## src/rtl/core_v_mcu_reg_pkg.sv

```systemverilog
// Register-bus request/response types shared by the MCU peripherals.
package core_v_mcu_reg_pkg;

    typedef struct packed {
        logic [31:0] addr;
        logic        write;
        logic [31:0] wdata;
        logic [3:0]  wstrb;
        logic        valid;
    } reg_req_t;

    typedef struct packed {
        logic [31:0] rdata;
        logic        error;
        logic        ready;
    } reg_resp_t;

endpackage

```

## src/rtl/machine_timer.sv

```systemverilog
// machine_timer: 64-bit machine timer (mtime/mtimecmp) with a 16-bit
// prescaler, a level interrupt (mtime >= mtimecmp), a tick pulse and a
// zero-wait-state register-bus slave. The MTIME_HI read path goes through
// a shadow captured on MTIME_LO reads so a LO-then-HI read pair is coherent.
module machine_timer #(
    parameter type reg_req_t = core_v_mcu_reg_pkg::reg_req_t,
    parameter type reg_rsp_t = core_v_mcu_reg_pkg::reg_resp_t
) (
    input  logic     clk_i,
    input  logic     rst_ni,
    input  reg_req_t reg_req_i,
    output reg_rsp_t reg_rsp_o,
    output logic     time_irq_o,
    output logic     tick_o
);

    // Word index of each register (addr[4:2]); indices 6 and 7 are unmapped.
    localparam logic [2:0] IDX_MTIME_LO    = 3'd0;
    localparam logic [2:0] IDX_MTIME_HI    = 3'd1;
    localparam logic [2:0] IDX_MTIMECMP_LO = 3'd2;
    localparam logic [2:0] IDX_MTIMECMP_HI = 3'd3;
    localparam logic [2:0] IDX_CTRL        = 3'd4;
    localparam logic [2:0] IDX_PRESCALE    = 3'd5;

    // Architectural state
    logic [63:0] mtime_reg,    mtime_next;
    logic [63:0] mtimecmp_reg, mtimecmp_next;
    logic [31:0] shadow_reg,   shadow_next;
    logic [15:0] pcnt_reg,     pcnt_next;
    logic [15:0] prescale_reg, prescale_next;
    logic        en_reg,       en_next;
    logic        tick_reg;
    logic        irq_reg,      irq_next;

    // Bus decode
    logic [2:0]  reg_idx;
    logic        addr_err;
    logic        acc_ok;
    logic        wr_en;
    logic        rd_en;
    logic        wr_mtime_lo;
    logic        wr_mtime_hi;
    logic        wr_cmp_lo;
    logic        wr_cmp_hi;
    logic        wr_ctrl;
    logic        wr_prescale;
    logic        rd_mtime_lo;
    logic [31:0] wr_mask;

    // Prescaler / increment control
    logic        tick_raw;
    logic        tick_inc;

    // Only addr[4:2] selects a register; the rest of the address is ignored.
    logic        unused_addr;
    assign unused_addr = ^{reg_req_i.addr[31:5], reg_req_i.addr[1:0]};

    // Merge written bytes into an existing word under the byte-lane mask.
    function automatic logic [31:0] merge_bytes(input logic [31:0] old_val,
                                                input logic [31:0] new_val,
                                                input logic [31:0] mask);
        return (old_val & ~mask) | (new_val & mask);
    endfunction

    assign reg_idx  = reg_req_i.addr[4:2];
    assign addr_err = reg_idx[2] & reg_idx[1];
    assign acc_ok   = reg_req_i.valid & ~addr_err;
    assign wr_en    = acc_ok & reg_req_i.write;
    assign rd_en    = acc_ok & ~reg_req_i.write;

    assign wr_mtime_lo = wr_en && (reg_idx == IDX_MTIME_LO);
    assign wr_mtime_hi = wr_en && (reg_idx == IDX_MTIME_HI);
    assign wr_cmp_lo   = wr_en && (reg_idx == IDX_MTIMECMP_LO);
    assign wr_cmp_hi   = wr_en && (reg_idx == IDX_MTIMECMP_HI);
    assign wr_ctrl     = wr_en && (reg_idx == IDX_CTRL);
    assign wr_prescale = wr_en && (reg_idx == IDX_PRESCALE);
    assign rd_mtime_lo = rd_en && (reg_idx == IDX_MTIME_LO);

    // Expand each strobe bit into a full byte lane mask.
    genvar gi;
    generate
        for (gi = 0; gi < 4; gi++) begin : g_byte_mask
            assign wr_mask[gi*8 +: 8] = {8{reg_req_i.wstrb[gi]}};
        end
    endgenerate

    // A prescaler match produces a tick unless PRESCALE is being rewritten;
    // a software write to mtime in the same cycle takes priority over it.
    assign tick_raw = en_reg && (pcnt_reg == prescale_reg) && !wr_prescale;
    assign tick_inc = tick_raw && !(wr_mtime_lo || wr_mtime_hi);

    // Prescaler counter: restart on PRESCALE write or EN falling, else count and wrap.
    always_comb begin
        pcnt_next = pcnt_reg;
        if (wr_prescale) begin
            pcnt_next = '0;
        end else if (wr_ctrl && reg_req_i.wstrb[0] && !reg_req_i.wdata[0] && en_reg) begin
            pcnt_next = '0;
        end else if (en_reg) begin
            pcnt_next = (pcnt_reg == prescale_reg) ? 16'd0 : pcnt_reg + 16'd1;
        end
    end

    // mtime: software writes win over the increment for that cycle.
    always_comb begin
        mtime_next = mtime_reg;
        if (wr_mtime_lo) begin
            mtime_next[31:0] = merge_bytes(mtime_reg[31:0], reg_req_i.wdata, wr_mask);
        end else if (wr_mtime_hi) begin
            mtime_next[63:32] = merge_bytes(mtime_reg[63:32], reg_req_i.wdata, wr_mask);
        end else if (tick_inc) begin
            mtime_next = mtime_reg + 64'd1;
        end
    end

    // Shadow of mtime[63:32]: snapshot on LO read, written bytes on HI write.
    always_comb begin
        shadow_next = shadow_reg;
        if (rd_mtime_lo) begin
            shadow_next = mtime_reg[63:32];
        end else if (wr_mtime_hi) begin
            shadow_next = merge_bytes(shadow_reg, reg_req_i.wdata, wr_mask);
        end
    end

    // Compare value and control registers: plain byte-masked writes.
    always_comb begin
        mtimecmp_next = mtimecmp_reg;
        en_next       = en_reg;
        prescale_next = prescale_reg;
        if (wr_cmp_lo) begin
            mtimecmp_next[31:0] = merge_bytes(mtimecmp_reg[31:0], reg_req_i.wdata, wr_mask);
        end
        if (wr_cmp_hi) begin
            mtimecmp_next[63:32] = merge_bytes(mtimecmp_reg[63:32], reg_req_i.wdata, wr_mask);
        end
        if (wr_ctrl && reg_req_i.wstrb[0]) begin
            en_next = reg_req_i.wdata[0];
        end
        if (wr_prescale) begin
            prescale_next[7:0] = reg_req_i.wstrb[0] ? reg_req_i.wdata[7:0] : prescale_reg[7:0];
            prescale_next[15:8] = reg_req_i.wstrb[1] ? reg_req_i.wdata[15:8] : prescale_reg[15:8];
        end
    end

    // Interrupt follows the post-update comparison so it tracks writes immediately.
    assign irq_next = (mtime_next >= mtimecmp_next);

    // State registers with asynchronous active-low reset.
    always_ff @(posedge clk_i or negedge rst_ni) begin
        if (!rst_ni) begin
            mtime_reg    <= '0;
            mtimecmp_reg <= 64'hFFFF_FFFF_FFFF_FFFF;
            shadow_reg   <= '0;
            pcnt_reg     <= '0;
            prescale_reg <= '0;
            en_reg       <= 1'b0;
            tick_reg     <= 1'b0;
            irq_reg      <= 1'b0;
        end else begin
            mtime_reg    <= mtime_next;
            mtimecmp_reg <= mtimecmp_next;
            shadow_reg   <= shadow_next;
            pcnt_reg     <= pcnt_next;
            prescale_reg <= prescale_next;
            en_reg       <= en_next;
            tick_reg     <= tick_inc;
            irq_reg      <= irq_next;
        end
    end

    // Zero-wait-state response: ready mirrors valid, read data muxed combinationally.
    always_comb begin
        reg_rsp_o       = '0;
        reg_rsp_o.ready = reg_req_i.valid;
        reg_rsp_o.error = reg_req_i.valid & addr_err;
        if (rd_en) begin
            case (reg_idx)
                IDX_MTIME_LO:    reg_rsp_o.rdata = mtime_reg[31:0];
                IDX_MTIME_HI:    reg_rsp_o.rdata = shadow_reg;
                IDX_MTIMECMP_LO: reg_rsp_o.rdata = mtimecmp_reg[31:0];
                IDX_MTIMECMP_HI: reg_rsp_o.rdata = mtimecmp_reg[63:32];
                IDX_CTRL:        reg_rsp_o.rdata = {31'd0, en_reg};
                IDX_PRESCALE:    reg_rsp_o.rdata = {16'd0, prescale_reg};
                default:         reg_rsp_o.rdata = '0;
            endcase
        end
    end

    assign tick_o     = tick_reg;
    assign time_irq_o = irq_reg;

endmodule

```

## config.mk

```make
export PLATFORM = sky130hd
export DESIGN_NAME = machine_timer
export DESIGN_NICKNAME = d
export VERILOG_FILES = /design/src/rtl/core_v_mcu_reg_pkg.sv /design/src/rtl/machine_timer.sv
export SDC_FILE = /design/constraint.sdc
export NUM_CORES = 1
export LEC_CHECK = 0
export ABC_CLOCK_PERIOD_IN_PS = 5200
export CAP_MARGIN = 15
export CORE_MARGIN = 2
export CORE_UTILIZATION = 55
export CTS_CLUSTER_SIZE = 25
export DETAILED_ROUTE_END_ITERATION = 12
export GPL_ROUTABILITY_DRIVEN = 0
export PLACE_DENSITY_LB_ADDON = 0.1
export SYNTH_ARGS = -nofsm -noshare
export SYNTH_HDL_FRONTEND = slang
export SYNTH_SLANG_ARGS = --single-unit
```

## constraint.sdc

```tcl
create_clock -name clk_i -period 5.2 [get_ports clk_i]
set_input_delay 0.52 -clock clk_i [delete_from_list [all_inputs] [get_ports clk_i]]
set_output_delay 0.52 -clock clk_i [all_outputs]
set_load 0.05 [all_outputs]
```

### Word-level counts from Yosys, hierarchy flattened

Cells that the tools add are included.

* output and inout port bits: 36
* logic and storage cells: 74
* bits of input ports: 72
* register bits: 195

* bitwise gates (word level): 19
* mux-type cells: 15
* eq/ne operators: 6
* $lt $le $gt $ge: 1
* reduce and logical (&&, ||, !) cells: 22
* $add $sub $neg: 2

Operator list (count)
* $mux W32: 9
* $and A32 B32 Y32: 6
* $pmux W32 S6: 1
* $or A32 B32 Y32: 5
* $add A64 B1 Y64 const B: 1
* $ge A64 B64 Y1: 1
* $mux W16: 4
* $mux W64: 1
* $not A32 Y32: 1
* $add A16 B1 Y16 const B: 1
* $eq A16 B16 Y1: 1
* $logic_and A1 B1 Y1: 13
* $eq A3 B2 Y1 const B: 2
* $eq A3 B3 Y1 const B: 2
* $and A1 B1 Y1: 5
* $reduce_and A2 Y1: 2
* $eq A3 B1 Y1 const B: 1
* $logic_not A1 Y1: 3
* $logic_not A3 Y1: 1
* $reduce_bool A3 Y1: 1
* $not A1 Y1: 2
* $reduce_bool A2 Y1: 1
* $logic_or A1 B1 Y1: 1

### Longest topological paths before layout

* word-level depth: 12
* mapped depth: 16
* gate-level depth less buffers: 14

### Worst setup path before layout

Ideal clock, no wire load.

* kind: register -> register
* from: register pcnt_reg[2]
* to: register irq_reg (netlist: time_irq_o)
* path slack: 1435 ps
* clock period less this slack: 3765 ps
* data arrival time: 3655 ps
* buffers on the path: 3
* library setup time: 110 ps
* stages on the path, launching flop included: 17
* path through: dfrtp_1 buf_2 xor2_1 nor4_1 nand4_1 buf_2 nor3_1 buf_2 a311o_1 nor2_1 ha_1 nand4_1 or2_2 or4_1 o221ai_1 a211oi_1 o41ai_1

* cells in the longest elaborated chain, start to end: 8
* elaborated cells between the ends (all ways): 10
* those cells by class: order compare (1); eq/ne (1); mux (5); reduce/logical (3)

Ends and longest elaborated chain
* from (decl): line machine_timer.sv:29 `logic [15:0] pcnt_reg, pcnt_next;`
* from (signal assigned): line machine_timer.sv:164 `pcnt_reg <= pcnt_next;`
* $eq A16 B16 Y1: line machine_timer.sv:89 `assign tick_raw = en_reg && (pcnt_reg == prescale_reg) && !wr_prescale;`
* $logic_and A1 B1 Y1 (2 in a row): line machine_timer.sv:89
* $logic_and A1 B1 Y1: line machine_timer.sv:90 `assign tick_inc = tick_raw && !(wr_mtime_lo || wr_mtime_hi);`
* $mux W64: line machine_timer.sv:111 `end else if (tick_inc) begin`
* $mux W32: line machine_timer.sv:109 `end else if (wr_mtime_hi) begin`
* $mux W32: line machine_timer.sv:107 `if (wr_mtime_lo) begin`
* via mtime_next[17]: line machine_timer.sv:26 `logic [63:0] mtime_reg, mtime_next;`
* $ge A64 B64 Y1: line machine_timer.sv:147 `assign irq_next = (mtime_next >= mtimecmp_next);`
* via irq_next: line machine_timer.sv:33 `logic irq_reg, irq_next;`
* to (signal assigned): line machine_timer.sv:168 `irq_reg <= irq_next;`
* to (decl): line machine_timer.sv:33

The timed path passes the listed nets, and every way through them passes these cells.
A chain may end at the register's enable or synchronous reset.

### Worst setup path after layout

* from: register pcnt_reg[6]
* to: register irq_reg (netlist: time_irq_o)

The elaborated chain is that of the path after synthesis.

==> metrics.cfg <==
[global_route]
use_met3_pct = 4.90
grt_max_degree = 114
grt_pass1_wl_mm = 63.3
antenna_found_initial = 0
gr-total-overflow = 0
grt_pass1_vias = 11407
met1_usage_pct = 44.1
busiest_layer = met2
grt_util_met2_pct = 55.9
grtUsageTotal_pct = 33.5

[finish]
diodes = 0
fillCellCount = 1946
nets = 1557
final_util_pct = 64.1
drive_above_1_share_pct = 18.3
mostFrequentLayoutCells = dfrtp_1, nor2_1, nand2_1
layout_commonest_cell = dfrtp_1
area_delta_synth_final_pct = 13.8

[worst_setup_path]
ff2ff_setup_slack_ns = 0.36
cp-endpoint = time_irq_o
startpoint_type = register
arrival_ns = 5.17
slowest_stage = and4_1
path_max_fanout = 9
slowest_delay_ns = 0.56
r2r_start = pcnt_reg[6]
reg2reg_depth = 13
end_kind = register
required_ns = 5.53
path_common_cell = nand4_1
crit_chain = xor2_1 > nor4_1 > and4_1 > nand4_1 > o22ai_1 > a21oi_1 > ha_1 > nand4_1 > or2_2 > or4_1 > o221ai_1 > a211oi_1 > o41ai_1
path_class = reg -> reg
r2r_end = time_irq_o
crit_start = pcnt_reg[6]

[clock_network]
clock-sinks = 195
cts_setup_buffers = 0
clk_latency_ns = 0.45
clk_pin_slew_ns = 0.08
cts_tree = yes
cts-resized-gates = 0
cts-htree-levels = 4
cts_buffers = 17
clock_path_buffers = 2
clock-root-buffer = clkbuf_16
cts_hold_buffers = 0

[drt]
drt_iter0_markers = 1123
routed_via_density = 6.57
dr.pass1.iters = 6
drc = 0
drtAntennaViolNets = 0
wl_mm = 40.2
wl_per_cell_um = 23.1
num_vias = 11459

[synth]
synth_top_family_by_area = simple AND/OR/NAND/NOR gates
synth_cell_types = 76
synth_cells = 1354
avgSynthCellArea_um2 = 9.51
synth_top_flop_cell = dfrtp_1
synth.area.mux_share_pct = 14.5
synth_top_area_cell = dfrtp_1
synthAdderAreaFrac_pct = 6.41
syn_nets = 1492
ys_warn_count = 0
netlist_area_mm2 = 0.0129
synth_enable_flop_cells = 0
postSynth.asyncResetShare_pct = 100
yosys-top-cells-area = dfrtp_1, dfstp_2, mux2_2
synth-seq-cells = 195
synth-simple-area-share_pct = 20.3
yosysTopAreaCellShare_pct = 25.5
synth_xor_area_share_pct = 1.36
ys_seq_area_share_pct = 38.5
synth-compound-area-share_pct = 14.7

[run]
drv_cap = 0

[power]
seqPwrFrac_pct = 43.4
p_sw_mw = 1.87
combinationalPowerShare_pct = 30.8
power_density_mw_per_mm2 = 357
p_clk_share_pct = 25.8
p_leak_nw = 6.19
p_int_mw = 3.36
switching_share_pct = 35.8
vdd_drop_max_mv = 0.194
p_total_mw = 5.24

[timing]
clock_skew_ns = 0.0161
tightest_slew_ns = 1.09
max-slew-margin-rel_pct = 27.0
final_hold_viol_count = 0
rsz0062_at_grt = no
fin_setup_tns_ns = 0
fin_crit_sh_pct = 93.1
fin_crit_ns = 4.84
hold_slack_ns = 0.0841
timing.fmax_mhz = 206
setup-violations-final = 0
slew_violations = 0
finalWorstSetupSlack_ns = 0.356

[placement]
dpl.hpwl_mm = 29.7
dpl_worst_slack_ns = 0.440
numPortBuffers = 78

[die]
die_area_mm2 = 0.0247
pin_count = 108
die_height_um = 157
start_util_pct = 56.4
die_x_um = 157
core_mm2 = 0.0228
row_count = 55

[worst_hold_path]
hold_class = in -> async

[outcome]
outcome = finished, final reports clean

## power by group through the flow
stage / sequential (mW) / clock [mW] / combinational [mW]
after floorplan: 2.15 / 0 / 1.15
after global placement: 2.27 / 0 / 1.54
after detailed placement: 2.28 / 0 / 1.59
after CTS: 2.26 / 1.36 / 1.60
after global routing: 2.32 / 1.43 / 1.79
final: 2.27 / 1.35 / 1.61
## synthesized netlist by cell type, types with 30 or more instances
cell / number
dfrtp_1: 131
nor2_1: 117
nand2_1: 114
mux2_2: 86
inv_1: 76
ha_1: 66
dfstp_2: 64
o21ai_0: 58
nor3_1: 51
clkbuf_1: 50
a21oi_1: 41
nand3_1: 39
mux2i_1: 36
and3_1: 34
nand4_1: 30
## routing by layer
metal	part of all wire (%)	up-vias
met3	7.4	131
met5	0	-
li1	-	5151
met2	48	560
met1	41	5617
met4	3.9	0
## worst max-delay path: cells and delay by family, from the launching register on
kind,cells,cell delay [ns]
fa+ha+maj,1,0.28
compound gates,5,1.27
simple gates,6,2.53
flops,1,0.46
xor+xnor,1,0.19
## cells by family after synthesis
group,after synthesis
AND/OR/NAND/NOR,508
buffers and inverters,144
flip-flops,195
XOR/XNOR,20
adder cells (fa/ha/maj),66
AO/OA/AOI/OAI,275
multiplexers,146
## per-stage QoR
step                cell area [um^2]  instances
finish                         14700       1745
global route                   14700       1745
CTS                            14700       1745
detailed placement             14100       1713
global placement               14100       1713
floorplan                      12900       1354
## worst min path at each step
stage / from / endpoint / cells past startpoint
CTS: rst_ni / prescale_reg[5] / 1
floorplan: rst_ni / async pin / 0
global placement: register / register / 2
detailed placement: register / register / 2
global route: rst_ni / prescale_reg[5] / 1
finish: rst_ni / prescale_reg[5] / 1
## cell type report
type / instances / area, um^2 / area share [%]
flip-flops and latches: 195 / 4960 / 33.9
multi-input cells: 1015 / 7360 / 50.3
repair buffers: 114 / 1070 / 7.30
clock inverters: 11 / 129 / 0.880
well taps: 313 / 392 / 2.67
clock buffers: 21 / 450 / 3.07
inverters: 76 / 285 / 1.95
(Power assumes the default switching activity.)
==> patch, RTL diff (same settings) <==
Remove the register `irq_reg`: a continuous assignment takes its place, so the output `time_irq_o` follows one clock earlier.
--- a/src/rtl/machine_timer.sv
+++ b/src/rtl/machine_timer.sv
@@ -156,7 +156,6 @@
             prescale_reg <= '0;
             en_reg       <= 1'b0;
             tick_reg     <= 1'b0;
-            irq_reg      <= 1'b0;
         end else begin
             mtime_reg    <= mtime_next;
             mtimecmp_reg <= mtimecmp_next;
@@ -165,9 +164,10 @@
             prescale_reg <= prescale_next;
             en_reg       <= en_next;
             tick_reg     <= tick_inc;
-            irq_reg      <= irq_next;
         end
     end
+
+    assign irq_reg = irq_next;
 
     // Zero-wait-state response: ready mirrors valid, read data muxed combinationally.
     always_comb begin
Behaviour: not the same (a bounded check fails within 4 cycles, from zero or initial values and one cycle with rst_ni low).
==> patch against the unedited design <==
Sequential cell count is 1 lower; synthesized area decreased by 0.19%; power grew 2.8%; count of clock-buffer cells in the layout fell by 1; design area grew 5.6%; wire length is 2.7% higher; critical path type is now flop to output pin; first-iteration DRC count rose by 24%; setup slack got worse by 240 ps.
==> patch: results <==
metrics = {
    "timing": {
        "fin_skew_ps": 14.0,
        "worst_slew_pin_slew_ps": 1080,
    },
    "detailed_routing": {
        "first_pass_iters": 7,
        "route.vias.total": 11800,
        "routed_wl_mm": 41.3,
        "viasPerCell": 6.49,
        "top_layer_used": "met4",
        "met3WireLength_mm": 3.21,
        "wl_met1_mm": 16.8,
        "wl_met2_mm": 19.9,
        "drtIter0Drc": 1390,
    },
    "pwr": {
        "ir_drop_v": 0.000186,
        "p_leak_uw": 0.00662,
        "swShare_pct": 36.5,
    },
    "logic_synthesis": {
        "seq_area_frac_synth_pct": 38.4,
        "synth.avg_cell_area_um2": 9.50,
        "synthTopCellsByCount": "dfrtp_1, nor2_1, nand2_1",
        "syn-num-nets": 1491,
        "ys_top_cells_by_area": "dfrtp_1, dfstp_2, mux2_2, ha_1, mux4_2",
    },
    "final_layout": {
        "drive_above_1_share_pct": 25.5,
        "nets": 1636,
    },
    "run_status": {
        "outcome": "finished, final reports clean",
    },
    "setup_path": {
        "cp_top_family": "simple AND/OR/NAND/NOR gates",
        "crit_fanout": 6,
        "critPathMaxStageDelay_ps": 620,
        "arrival_ps": 4560,
        "crit_path_top_delay_cell": "or4_4",
    },
    "grt": {
        "grt_usage_pct": 34.4,
        "met1_usage_pct": 45.4,
        "met2_usage_pct": 56.6,
        "grt_max_degree": 106,
        "grt_pass1_wl_mm": 64.8,
        "met3_usage_pct": 5.90,
    },
    "placed_design": {
        "placed_area_um2": 14500,
        "hpwl_mm": 30.5,
        "place_ws_ps": -40.3,
    },
    "cts": {
        "cts.path.max_buffers": 2,
        "path_clk_slew_ps": 80,
    },
}
[patch: final timing paths]
kind / startpoint / endpoint / slack, ps / cells after the start
setup / recovery: mtime_reg[23]$_DFF_PN0_ / time_irq_o / 120 / 17
hold / removal: rst_ni / prescale_reg[1]$_DFFE_PN0P_ / 130 / 1
setup reg to reg: pcnt_reg[6]$_DFFE_PN0P_ / mtime_reg[61]$_DFF_PN0_ / 2420 / 11
hold reg to reg: flop / flop / 480 / 2
max in group asynchronous: rst_ni / mtime_reg[12]$_DFF_PN0_ / 4020 / 2
min in group clk_i: flop / flop / 480 / 2
[patch: power by group through the flow]
stage / combinational (µW) / sequential (µW) / clock, µW
final: 1860 / 2200 / 1320
after detailed placement: 1740 / 2220 / 0
after global routing: 2040 / 2250 / 1400
after global placement: 1690 / 2210 / 0
after floorplan: 1170 / 2120 / 0
after CTS: 1780 / 2190 / 1340
[patch: cells by family (layout without fill, tap and decap cells)]
kind of cell | count (synthesis) | count (layout) | share of synthesized area, %
muxes | 146 | 146 | 14.5
buffers and inverters | 144 | 302 | 4.35
xor gates and xnor gates | 20 | 20 | 1.36
AOI/OAI and AO/OA | 275 | 275 | 14.7
adders and majority gates | 66 | 66 | 6.42
and+or+nand+nor | 508 | 508 | 20.3
DFF | 194 | 194 | 38.4
[patch: cell type report]
| cell class | instances | area [µm²] |
|---|---|---|
| Inverter | 76 | 285 |
| Clock inverter | 12 | 121 |
| Fill cell | 1848 | 7310 |
| Timing Repair Buffer | 194 | 1710 |
| Multi-Input combinational cell | 1015 | 7570 |
| Clock buffer | 20 | 447 |
| Tap cell | 313 | 392 |
| Sequential cell | 194 | 4940 |
[patch: timing repair]
item                       4_1_cts  5_1_grt
pin swaps                        6       20
buffers inserted                 9        8
resized for setup               16       42
setup endpoints to repair        1        1
